## config.mk

```make
export PLATFORM = sky130hd
export DESIGN_NAME = spi_host_ctrl
export DESIGN_NICKNAME = d
export VERILOG_FILES = /design/src/rtl/spi_pkg.sv /design/src/rtl/spi_half_timer.sv /design/src/rtl/spi_host_ctrl.sv
export SDC_FILE = /design/constraint.sdc
export NUM_CORES = 1
export LEC_CHECK = 0
export BUFFER_PORTS_ARGS = -buffer_cell sky130_fd_sc_hd__buf_2
export CELL_PAD_IN_SITES_DETAIL_PLACEMENT = 1
export CELL_PAD_IN_SITES_GLOBAL_PLACEMENT = 2
export CORE_MARGIN = 8
export CORE_UTILIZATION = 34
export CTS_CLUSTER_SIZE = 16
export DETAILED_ROUTE_END_ITERATION = 7
export PLACE_DENSITY = 0.77
export SLEW_MARGIN = 30
export SYNTH_ARGS = -nofsm -noshare
export SYNTH_HDL_FRONTEND = slang
export SYNTH_HIERARCHICAL = 1
export SYNTH_SLANG_ARGS = --single-unit
```

## constraint.sdc

```tcl
create_clock -name clk_i -period 1.98 [get_ports clk_i]
set_input_delay 0.396 -clock clk_i [delete_from_list [all_inputs] [get_ports clk_i]]
set_output_delay 0.396 -clock clk_i [all_outputs]
set_load 0.1 [all_outputs]
```

## src/rtl/spi_pkg.sv

```systemverilog
// spi_pkg: frame layout, register addresses and FSM states shared by SPI host and peripheral.
// Rev 1.0
`default_nettype none

package spi_pkg;

  localparam int FRAME_BITS = 32;
  localparam int ADDR_MSB   = 23;
  localparam int ADDR_LSB   = 16;
  localparam int DATA_MSB   = 15;
  localparam int BIT_CNT_W  = 6;

  localparam logic [7:0] RESET_ADDR = 8'h00;
  localparam logic [7:0] OP_ADDR    = 8'h01;

  typedef enum logic [2:0] {
    ST_IDLE  = 3'd0,
    ST_SETUP = 3'd1,
    ST_HIGH  = 3'd2,
    ST_LOW   = 3'd3,
    ST_HOLD  = 3'd4,
    ST_GAP   = 3'd5
  } spi_state_e;

  function automatic logic [FRAME_BITS-1:0] build_frame(
    input logic [ADDR_MSB-ADDR_LSB:0] addr,
    input logic [DATA_MSB:0]          data
  );
    logic [FRAME_BITS-1:0] f;
    f                   = '0;
    f[ADDR_MSB:ADDR_LSB] = addr;
    f[DATA_MSB:0]        = data;
    return f;
  endfunction

endpackage

`default_nettype wire

```

## src/rtl/spi_half_timer.sv

```systemverilog
// spi_half_timer: counts HALF_PERIOD clocks after a load and flags the last one.
// Rev 1.0
`default_nettype none

module spi_half_timer #(
  parameter int HALF_PERIOD = 4
) (
  input  logic clk_i,
  input  logic rst_i,
  input  logic load_i,
  output logic expire_o
);

  localparam int CNT_W = $clog2(HALF_PERIOD + 1);

  logic [CNT_W-1:0] cnt_q;

  always_ff @(posedge clk_i) begin
    if (rst_i) begin
      cnt_q <= '0;
    end else if (load_i) begin
      cnt_q <= CNT_W'(HALF_PERIOD);
    end else if (cnt_q != '0) begin
      cnt_q <= cnt_q - CNT_W'(1);
    end
  end

  // Expiry in the last clock of the window lets the FSM switch exactly HALF_PERIOD clocks after load.
  assign expire_o = (cnt_q == CNT_W'(1));

endmodule

`default_nettype wire

```

## src/rtl/spi_host_ctrl.sv

```systemverilog
// spi_host_ctrl: SPI initiator for the 32-bit {8'h00, addr, data} frame, MSB first.
// Rev 1.0
`default_nettype none

module spi_host_ctrl #(
  parameter int HALF_PERIOD = 4
) (
  input  logic        clk_i,
  input  logic        rst_i,
  input  logic        start_i,
  input  logic [7:0]  addr_i,
  input  logic [15:0] data_i,
  output logic        busy_o,
  output logic        done_o,
  output logic [31:0] rdata_o,
  output logic        sclk_o,
  output logic        mosi_o,
  input  logic        miso_i,
  output logic        cs_o
);

  import spi_pkg::*;

  spi_state_e            state_q;
  logic                  busy_q;
  logic                  done_q;
  logic                  sclk_q;
  logic                  mosi_q;
  logic                  cs_q;
  logic                  idle_first_q;
  logic [FRAME_BITS-1:0] tx_q;
  logic [FRAME_BITS-1:0] rx_q;
  logic [FRAME_BITS-1:0] rdata_q;
  logic [BIT_CNT_W-1:0]  bit_cnt_q;

  logic [FRAME_BITS-1:0] frame_d;
  logic                  accept_d;
  logic                  load_d;
  logic                  expire;

  assign frame_d = build_frame(addr_i, data_i);
  // The first idle clock after a gap refuses requests so back-to-back frames stay separated.
  assign accept_d = (state_q == ST_IDLE) && start_i && !idle_first_q;
  assign load_d   = accept_d || (expire && (state_q != ST_GAP));

  spi_half_timer #(
    .HALF_PERIOD(HALF_PERIOD)
  ) u_half_timer (
    .clk_i    (clk_i),
    .rst_i    (rst_i),
    .load_i   (load_d),
    .expire_o (expire)
  );

  always_ff @(posedge clk_i) begin
    if (rst_i) begin
      state_q      <= ST_IDLE;
      busy_q       <= 1'b0;
      done_q       <= 1'b0;
      sclk_q       <= 1'b0;
      mosi_q       <= 1'b0;
      cs_q         <= 1'b1;
      idle_first_q <= 1'b0;
      tx_q         <= '0;
      rx_q         <= '0;
      rdata_q      <= '0;
      bit_cnt_q    <= '0;
    end else begin
      done_q       <= 1'b0;
      idle_first_q <= 1'b0;
      case (state_q)
        ST_IDLE: begin
          if (accept_d) begin
            state_q   <= ST_SETUP;
            busy_q    <= 1'b1;
            cs_q      <= 1'b0;
            mosi_q    <= frame_d[FRAME_BITS-1];
            tx_q      <= {frame_d[FRAME_BITS-2:0], 1'b0};
            rx_q      <= '0;
            bit_cnt_q <= '0;
          end
        end
        ST_SETUP: begin
          if (expire) begin
            state_q <= ST_HIGH;
            sclk_q  <= 1'b1;
          end
        end
        ST_HIGH: begin
          if (expire) begin
            sclk_q    <= 1'b0;
            rx_q      <= {rx_q[FRAME_BITS-2:0], miso_i};
            bit_cnt_q <= bit_cnt_q + BIT_CNT_W'(1);
            state_q   <= (bit_cnt_q == BIT_CNT_W'(FRAME_BITS - 1)) ? ST_HOLD : ST_LOW;
          end
        end
        ST_LOW: begin
          // Rises 2..32 present the next bit; rise 1 reuses the bit set up at accept.
          if (expire) begin
            state_q <= ST_HIGH;
            sclk_q  <= 1'b1;
            mosi_q  <= tx_q[FRAME_BITS-1];
            tx_q    <= {tx_q[FRAME_BITS-2:0], 1'b0};
          end
        end
        ST_HOLD: begin
          if (expire) begin
            state_q <= ST_GAP;
            cs_q    <= 1'b1;
            mosi_q  <= 1'b0;
            done_q  <= 1'b1;
            rdata_q <= rx_q;
          end
        end
        ST_GAP: begin
          if (expire) begin
            state_q      <= ST_IDLE;
            busy_q       <= 1'b0;
            idle_first_q <= 1'b1;
          end
        end
        default: state_q <= ST_IDLE;
      endcase
    end
  end

  assign busy_o  = busy_q;
  assign done_o  = done_q;
  assign rdata_o = rdata_q;
  assign sclk_o  = sclk_q;
  assign mosi_o  = mosi_q;
  assign cs_o    = cs_q;

endmodule

`default_nettype wire

```

==> results.py <==
metrics = {
    "sta": {
        "finalHoldViolations": 0,
        "slew_viol_final": 0,
        "worst_pin_slew_ns": 0.498,
        "min_period_ns": 1.83,
        "fin_skew_ns": 0.00699,
        "timing.fmax_mhz": 547,
        "finalCritPeriodShare_pct": 92.3,
        "slew_headroom_pct": 67.1,
        "setup_viol": 0,
        "rsz0062_at_grt": "false",
        "finalSetupTns_ns": 0,
    },
    "global_route": {
        "grt_max_degree": 54,
        "grt_pass1_vias": 3901,
        "antenna_found_initial": 0,
        "grtUsageMet3_pct": 4.95,
        "grt_pass1_wl_um": 19000,
        "grt_busiest_layer": "met2",
        "overflow": 0,
        "grtUsageMet1_pct": 15.3,
        "grt_util_met2_pct": 24.3,
        "grt_usage_pct": 14.3,
    },
    "routing": {
        "drt-wirelength-per-cell_um": 15.7,
        "dr.pass1.iters": 4,
        "drt_iter0_markers": 195,
        "viasPerCell": 5.09,
        "ant_nets": 0,
        "wirelength_um": 11600,
        "route.detailed.drc": 0,
        "via_count": 3754,
    },
    "setup_path": {
        "cp.required_ns": 2.30,
        "path_buf_inv": 2,
        "cp_data_arrival_time_ns": 2.15,
        "critPathLaunchType": "flip-flop",
        "critPathCaptureType": "flip-flop",
        "crit_fanout": 27,
        "timing.rr.end": "tx_q[20]$_SDFFE_PP0P_",
        "cp_cell_sequence": "inv_1, ha_1, and2b_2, nand3_1, a21oi_4, buf_12, nor2_1, a311oi_2",
        "reg2regPathDepth": 8,
        "reg2reg_from": "u_half_timer/cnt_q[1]$_SDFFE_PP0P_",
        "crit_type": "reg -> reg",
        "critPathSlowestCell": "dfxtp_1",
        "slowest_delay_ns": 0.31,
        "cp_top_family": "compound AO/OA/AOI/OAI gates",
        "rrSetupSlack_ns": 0.15,
    },
    "clock_tree": {
        "clkSinkCount": 113,
        "clock-root-buffer": "clkbuf_16",
        "htreeDepth": 4,
        "tritoncts": "yes",
        "cts-buffers-inserted": 17,
        "clk_latency_ns": 0.42,
        "cts_buffer_depth": 2,
        "cts.clk_slew.worst_paths_ns": 0.05,
        "postCtsHoldBufs": 0,
    },
    "pwr": {
        "powerDensity_mw_per_mm2": 1220,
        "p_seq_share_pct": 36.6,
        "p_sw_share_pct": 28.0,
        "intPower_uw": 4960,
        "power.leakage_uw": 0.00221,
        "ir_worst_vdd_mv": 0.625,
        "comb_power_share_pct": 18.5,
        "p_sw_uw": 1930,
        "clockPowerShare_pct": 44.9,
    },
    "floorplan": {
        "die_area_mm2": 0.0171,
        "die_w_um": 131,
        "core_mm2": 0.0130,
        "io_pins": 65,
        "die_height_um": 131,
        "rows": 42,
        "start_util_pct": 34.3,
    },
    "yosys": {
        "syn_inst": 493,
        "synth_area_mm2": 0.00447,
        "synth_nets": 525,
        "syn_avg_cell_area_um2": 9.08,
        "yosysWarnings": 6,
        "synth_cell_types": 41,
        "ys_seq_area_share_pct": 50.6,
        "synth-seq-cells": 113,
    },
    "cells_and_area": {
        "fillCellCount": 1538,
        "nNetsFinal": 581,
        "drive_gt1_share_pct": 25.8,
        "multiInputGateArea_mm2": 0.00201,
        "regArea_mm2": 0.00226,
        "instances_no_fill": 737,
        "area_delta_synth_final_pct": 26.6,
        "antenna_cells": 0,
    },
    "placed_design": {
        "placed_cells": 705,
        "portBuffers": 64,
        "gp_congestion": 0.756,
        "dp.final_hpwl_um": 7350,
    },
    "min_path": {
        "hold_path_end": "rx_q[0]$_SDFFE_PP0P_",
        "min_from": "miso_i",
        "hold_path_depth": 3,
        "min_path_type": "in -> reg",
    },
    "status": {
        "outcome": "finished clean",
    },
    "flow_run": {
        "cap_violations": 0,
    },
}
[power groups by stage]
stage	clock (µW)	sequential, µW	combinational, µW
6_report	3090	2520	1280
5_1_grt	3280	2530	1400
4_1_cts	3160	2520	1250
2_1_floorplan	0	2610	887
3_5_place_dp	0	2560	1230
3_3_place_gp	0	2560	1190
[final cells by class]
class                      count  area share (%)
tap                          176            3.89
multi-input combinational    331            35.5
timing repair buffer          80            9.63
clock buffer                  20            8.24
sequential                   113            39.9
inverter                       6           0.398
clock inverter                11            2.41
[layer usage]
metal  routed length (µm)  part of all wire (%)
met1                 5020                    43
met2                 5640                    49
met3                  655                   5.7
met4                  264                   2.3
met5                    0                     0
[registers in the layout, indices dropped and copies added, names as in the netlist, 3 cells and up]
name / cells
rx_q: 32
u_half_timer/cnt_q: 3
bit_cnt_q: 6
state_q: 3
tx_q: 31
rdata_o: 32
[how the worst max path moves through the flow]
stage / end / cells after the start / startpoint / slack, ns
2_1_floorplan: rdata_o[0]$_SDFFE_PP0P_ / 8 / u_half_timer/cnt_q[1]$_SDFFE_PP0P_ / 0.18
3_3_place_gp: tx_q[5]$_SDFFE_PP0P_ / 6 / start_i / 0.15
3_5_place_dp: bit_cnt_q[3]$_SDFFE_PP0P_ / 7 / u_half_timer/cnt_q[1]$_SDFFE_PP0P_ / 0.05
4_1_cts: bit_cnt_q[3]$_SDFFE_PP0P_ / 7 / u_half_timer/cnt_q[1]$_SDFFE_PP0P_ / -0.02
5_1_grt: tx_q[2]$_SDFFE_PP0P_ / 8 / u_half_timer/cnt_q[1]$_SDFFE_PP0P_ / 0.04
6_report: tx_q[20]$_SDFFE_PP0P_ / 8 / u_half_timer/cnt_q[1]$_SDFFE_PP0P_ / 0.15
[stage by stage]
stage               setup WS, ns  hold WS [ns]  instance area (µm²)  total power, µW  util (%)
floorplan                  0.184         0.432                 4470             3500         -
global placement           0.152         0.436                 5030             3750      38.6
detailed placement        0.0501         0.438                 5030             3790      38.6
CTS                      -0.0151         0.226                 5640             6930      43.2
global route              0.0373         0.231                 5660             7210      43.5
finish                     0.152         0.242                 5660             6890      43.5
[worst reg2reg max path, delay by kind of cell, from the launching register on]
| kind | cells | cell delay, ns |
|---|---|---|
| buf+inv | 2 | 0.31 |
| compound gates | 2 | 0.50 |
| simple gates | 3 | 0.47 |
| fa+ha+maj | 1 | 0.16 |
| flops | 1 | 0.31 |
[cells by family (layout without fill, tap and decap cells)]
kind of cell | after synthesis | after routing | synth area share, %
AOI/OAI and AO/OA | 119 | 119 | 22.3
adders and majority gates | 4 | 4 | 1.12
buffers and inverters | 49 | 117 | 5.01
xor gates and xnor gates | 5 | 5 | 0.979
DFF | 113 | 113 | 50.6
and+or+nand+nor | 203 | 203 | 20.0
[cell usage in the layout, fill, tap and decap left out, drive strengths merged, types with 4 or more instances in the layout]
cell	n
dfxtp	113
nand2	94
buf	79
nand3	48
a21oi	45
nor2	39
a22o	32
a311oi	23
clkbuf	21
clkinv	7
inv	6
xnor2	5
a21o	4
nor3	4
ha	4
[synthesized netlist by cell type]
master | instances | area share (%)
or4b_4 | 1 | 0.31
o21ai_0 | 2 | 0.22
a22o_1 | 32 | 6.3
a311oi_1 | 3 | 0.59
o2111ai_1 | 1 | 0.20
a2111oi_2 | 1 | 0.34
a21o_1 | 4 | 0.67
a21oi_2 | 1 | 0.20
buf_6 | 2 | 0.50
and3b_1 | 1 | 0.20
o21a_1 | 1 | 0.17
nor3b_1 | 1 | 0.17
ha_1 | 4 | 1.1
a2bb2oi_1 | 1 | 0.20
or4_1 | 1 | 0.17
nand3_1 | 48 | 5.4
inv_1 | 6 | 0.50
xnor2_1 | 5 | 0.98
buf_4 | 3 | 0.50
a21oi_4 | 1 | 0.36
a311oi_2 | 20 | 6.7
a32oi_1 | 1 | 0.20
and2b_1 | 1 | 0.17
nand2_1 | 94 | 7.9
dfxtp_1 | 113 | 51
o31ai_1 | 1 | 0.17
or3b_1 | 1 | 0.20
buf_2 | 11 | 1.2
nor2_1 | 39 | 3.3
or3_1 | 1 | 0.14
a2111oi_1 | 2 | 0.45
a21oi_1 | 43 | 4.8
clkbuf_1 | 27 | 2.3
or2_2 | 3 | 0.42
nor2b_1 | 3 | 0.42
a31oi_1 | 2 | 0.28
nand2b_1 | 2 | 0.28
nor3_1 | 4 | 0.45
nand2b_4 | 1 | 0.31
a211oi_1 | 3 | 0.50
and3_1 | 2 | 0.28
[repair_timing]
| item | CTS | global route |
|---|---|---|
| endpoints found under the setup margin | 1 | 57 |
| gates cloned | 0 | 1 |
| hold endpoints to repair | 0 | 0 |
| gates resized for setup | 1 | 2 |
| buffers inserted | 0 | 0 |
Note: power is estimated with default switching activity, not from simulation.
